--- src/rtl/fetch_unit_pkg.sv ---
// rtl/fetch_unit_pkg.sv - shared CPU fetch constants and fetch state encoding
// Purpose: default widths, the HALT encoding and the fetch FSM states, shared by
//          fetch and decode.
// Ports:   none (package).
package fetch_unit_pkg;

  localparam int              CPU_ADDR_W    = 4;
  localparam int              CPU_INSTR_W   = 8;
  localparam logic [7:0]      CPU_HALT_WORD = 8'h00;

  typedef enum logic {
    FETCH_RUN  = 1'b0,
    FETCH_HALT = 1'b1
  } fetch_state_t;

endpackage

--- src/rtl/fetch_pc_reg.sv ---
// rtl/fetch_pc_reg.sv - program counter register with load, increment and hold
// Purpose: holds the fetch PC; load wins over increment, increment wraps modulo
//          2**ADDR_W, otherwise the value is held.
// Ports:   clk, rst (sync active-high), load/load_val (redirect target),
//          inc (advance by one), pc (current value).
module fetch_pc_reg #(
  parameter int ADDR_W = 4
) (
  input  logic              clk,
  input  logic              rst,
  input  logic              load,
  input  logic [ADDR_W-1:0] load_val,
  input  logic              inc,
  output logic [ADDR_W-1:0] pc
);

  always_ff @(posedge clk) begin
    if (rst) begin
      pc <= '0;
    end else if (load) begin
      pc <= load_val;
    end else if (inc) begin
      pc <= pc + 1'b1;  // natural overflow gives the 15 -> 0 wrap
    end
  end

endmodule

--- src/rtl/fetch_unit.sv ---
// rtl/fetch_unit.sv - instruction fetch stage: PC, instruction register, handshake, halt
// Purpose: drives the ROM address from the PC, captures the returned word into the
//          instruction register and offers it to decode over valid/ready. Execute
//          redirects override everything except reset; fetching HALT_WORD parks the
//          stage until the next redirect.
// Ports:   clk, rst (sync active-high); imem_addr/imem_data (combinational ROM);
//          instr/instr_pc/instr_valid/instr_ready (to decode);
//          redirect_valid/redirect_pc (from execute); halted (status).
module fetch_unit
  import fetch_unit_pkg::*;
#(
  parameter int                ADDR_W    = CPU_ADDR_W,
  parameter int                INSTR_W   = CPU_INSTR_W,
  parameter bit                HALT_EN   = 1'b1,
  parameter logic [INSTR_W-1:0] HALT_WORD = INSTR_W'(CPU_HALT_WORD)
) (
  input  logic               clk,
  input  logic               rst,
  output logic [ADDR_W-1:0]  imem_addr,
  input  logic [INSTR_W-1:0] imem_data,
  output logic [INSTR_W-1:0] instr,
  output logic [ADDR_W-1:0]  instr_pc,
  output logic               instr_valid,
  input  logic               instr_ready,
  input  logic               redirect_valid,
  input  logic [ADDR_W-1:0]  redirect_pc,
  output logic               halted
);

  fetch_state_t      state;
  logic [ADDR_W-1:0] pc;
  logic              load;
  logic              transfer;
  logic              is_halt;
  logic              pc_inc;

  // The IR can take a new word when it is empty or being drained this cycle.
  assign load     = !instr_valid || instr_ready;
  assign transfer = instr_valid && instr_ready;
  assign is_halt  = HALT_EN && (imem_data == HALT_WORD);

  // A captured halt word keeps the PC pointing at itself.
  assign pc_inc   = !redirect_valid && (state == FETCH_RUN) && load && !is_halt;

  assign imem_addr = pc;

  fetch_pc_reg #(
    .ADDR_W (ADDR_W)
  ) u_pc (
    .clk      (clk),
    .rst      (rst),
    .load     (redirect_valid),
    .load_val (redirect_pc),
    .inc      (pc_inc),
    .pc       (pc)
  );

  always_ff @(posedge clk) begin
    if (rst) begin
      state       <= FETCH_RUN;
      instr       <= '0;
      instr_pc    <= '0;
      instr_valid <= 1'b0;
      halted      <= 1'b0;
    end else if (redirect_valid) begin
      // Flush the IR even if decode is taking it: that word is on the wrong path.
      state       <= FETCH_RUN;
      instr_valid <= 1'b0;
      halted      <= 1'b0;
    end else begin
      case (state)
        FETCH_HALT: begin
          if (transfer) instr_valid <= 1'b0;
        end
        default: begin
          if (load) begin
            instr       <= imem_data;
            instr_pc    <= pc;
            instr_valid <= 1'b1;
            if (is_halt) begin
              state  <= FETCH_HALT;
              halted <= 1'b1;
            end
          end
        end
      endcase
    end
  end

endmodule

--- config.mk ---
export PLATFORM = sky130hd
export DESIGN_NAME = fetch_unit
export DESIGN_NICKNAME = d
export VERILOG_FILES = /design/src/rtl/fetch_unit_pkg.sv /design/src/rtl/fetch_pc_reg.sv /design/src/rtl/fetch_unit.sv
export SDC_FILE = /design/constraint.sdc
export NUM_CORES = 1
export LEC_CHECK = 0
export ABC_AREA = 1
export CAP_MARGIN = 30
export CORE_UTILIZATION = 40
export CTS_BUF_LIST = sky130_fd_sc_hd__clkbuf_8
export DETAILED_ROUTE_END_ITERATION = 6
export GPL_ROUTABILITY_DRIVEN = 0
export GPL_TIMING_DRIVEN = 1
export PLACE_DENSITY = 0.75
export SYNTH_ARGS = -nofsm -noshare
export SYNTH_HDL_FRONTEND = slang
export SYNTH_SLANG_ARGS = --single-unit
--- constraint.sdc ---
create_clock -name clk -period 1.55 [get_ports clk]
set_input_delay 0.31 -clock clk [delete_from_list [all_inputs] [get_ports clk]]
set_output_delay 0.31 -clock clk [all_outputs]
set_load 0.01 [all_outputs]
==> metrics.yaml <==
run_status:
  status: "finished clean"
grt:
  grt_pass1_wl_um: 3040
  grt_pass1_vias: 777
  grt_overflow: 0
  gr-usage-all-layers: 0.191
  antenna_found_initial: 0
  grt_max_degree: 13
sta:
  slew_headroom: 0.734
  rsz0062_at_grt: "no"
  period_minus_slack_ns: 1.48
  worst_slack_ns: 0.0650
  skew_ns: 0.00710
  tightest_slew_ns: 0.398
  fin_tns_setup_ns: 0
  final-max-slew-violation-count: 0
  setup_viol: 0
  post-route-period-util: 0.958
  max_clock_freq_mhz: 673
  finalHoldViolCount: 0
yosys:
  async_flop_share: 0
  synthSimpleGateAreaFrac: 0.286
  synthMuxAreaShare: 0
  synth_nets: 126
  avgSynthCellArea_um2: 7.59
  syn_area_um2: 827
  synthAdderAreaFrac: 0.0151
  synth.distinct_cells: 19
  synth-xor-area-share: 0.0212
  synth_compound_area_frac: 0.147
  yosysWarnings: 0
  synth-seq-cells: 19
  synth_top_family_by_area: "simple AND/OR/NAND/NOR gates"
  yosys_most_used_dff: "dfxtp_1"
  synth-edff-count: 0
  yosysSeqAreaShare: 0.460
  netlist_instances: 109
  synth_top_area_cell: "dfxtp_1"
  synth_area_leaders: "dfxtp_1, nor2_1, nand2_1"
  synth_top_area_share: 0.460
power:
  power.density_mw_per_mm2: 890
  ir_drop_uv: 495
  leakagePower_nw: 0.506
cts:
  ctsResizeCount: 2
  h-tree-depth: 1
  clkTransAtPathRegs_ns: 0.07
  post_cts_buffers: 0
  cts_buffers: 3
  clock_latency_ns: 0.26
  root_buffer: "clkbuf_8"
  cts_buffer_depth: 2
  cts_tree: "built"
  clkSinkCount: 19
  holdBufCountCts: 0
placed_design:
  hpwlAfterDp_um: 1420
  post-place-ws_ns: -0.0614
  dp_cells: 171
  portBuffers: 33
setup_path:
  r2r_end: "instr[1]"
  end_kind: "primary output"
  crit_family: "buffers and inverters"
  crit_chain: "clkdlybuf4s50_1"
  critical_path_arrival_ns: 1.17
  worst-r2r-setup-slack_ns: 0.32
  critPathLaunchType: "register"
  cp_num_buf_inv: 1
  timing.rr.start: "instr_valid"
  worstSetupPathType: "reg2out"
  critPathMaxFanout: 5
  crit_slowest_cell: "clkdlybuf4s50_1"
  cpPeakStageDelay_ns: 0.55
  worst-endpoint-required_ns: 1.24
  reg2reg_depth: 6
floorplanning:
  fp.dieH_um: 47.5
  fp.coreArea_mm2: 0.00196
  die_w_um: 47.5
  die-area_mm2: 0.00225
  rows: 16
  num_io_pins: 34
  initial_core_util: 0.422
routing:
  drtIter0Drc: 5
  dr.pass1.iters: 4
  wire_per_inst_um: 10.4
  route.detailed.drc: 0
  routed_via_density: 4.64
  vias: 812
  finalWirelength_um: 1830
  ant_nets: 0
worst_hold_path:
  hold_path_end: "instr_valid"
  hold_class: "reg2reg"
  hold_depth: 1
  hp-start: "state"
finish:
  fin_cells: 175
  fillers: 187
  utilization: 0.645
  drive_above_1_share: 0.115
  syn_to_final_growth_pct: 53.1
  diodes: 0
  fin_nets: 166
job:
  max-cap-violations: 0
registers in the layout, summed over array words and instances (netlist names):
name,cells
state,1
halted,1
instr,8
instr_valid,1
instr_pc,4
u_pc.pc,4
worst max-delay path by stage:
stage,startpoint,end,slack (ns),cells after the start
6_report,u_pc.pc[1],imem_addr[1],0.07,1
5_1_grt,u_pc.pc[1],imem_addr[1],0.02,1
4_1_cts,u_pc.pc[1],imem_addr[1],0.05,1
3_5_place_dp,instr_ready,instr_pc[2],-0.06,6
3_3_place_gp,instr_ready,instr_pc[2],-0.02,6
2_1_floorplan,instr_valid,instr[1],0.36,6
logic make-up (layout without fill, tap and decap cells):
kind of cell / Yosys count / after routing
compound gates: 22 / 22
xor+xnor: 2 / 2
fa+ha+maj: 1 / 1
buf+inv: 11 / 50
flops: 19 / 19
simple gates: 54 / 54
per-stage QoR:
stage                     area (um^2)  hold slack [ns]  power (mW)
final                            1270            0.439        1.13
after CTS                        1270            0.439        1.14
after global placement           1210            0.420       0.786
after floorplan                   827            0.379       0.658
after global routing             1270            0.453        1.19
after detailed placement         1210            0.426       0.792
area by class of cell:
cell class	instances	area (um^2)	area share
Timing Repair Buffer	38	380	0.300
Clock inverter	1	7.51	0.00593
Clock buffer	3	41.3	0.0326
Sequential cell	19	383	0.302
Tap cell	27	33.8	0.0267
Multi-Input combinational cell	79	388	0.306
Inverter	8	32.5	0.0257
per-layer routing:
layer  vias up  global-route usage  routed length, um
li1        427                   -                  -
met1       357               0.218                802
met2        26               0.334                908
met3         2              0.0340                 97
met4         0               0.109                 15
met5         -                   0                  0
report_power, final:
group / switching, mW / total [mW] / internal (mW)
sequential: 0.0196 / 0.541 / 0.522
clock: 0.165 / 0.346 / 0.181
combinational: 0.105 / 0.239 / 0.134
synthesized netlist by cell type, types with 2 or more instances:
cell and n:
buf_6 2, nor2_1 30, a21oi_1 8, nand2_1 15, o21ai_1 6, dfxtp_1 19
o21ai_0 7, nand3_1 6, inv_1 6
layout by cell type, fill, tap and decap left out, types with 3 or more instances in the layout:
| cell | count |
|---|---|
| clkdlybuf4s50_1 | 33 |
| nor2_1 | 30 |
| dfxtp_1 | 17 |
| nand2_1 | 15 |
| a21oi_1 | 8 |
| o21ai_0 | 7 |
| inv_1 | 6 |
| nand3_1 | 6 |
| o21ai_1 | 6 |
| buf_4 | 4 |
| clkbuf_8 | 3 |
No activity file was read; power rests on OpenSTA's default activity.
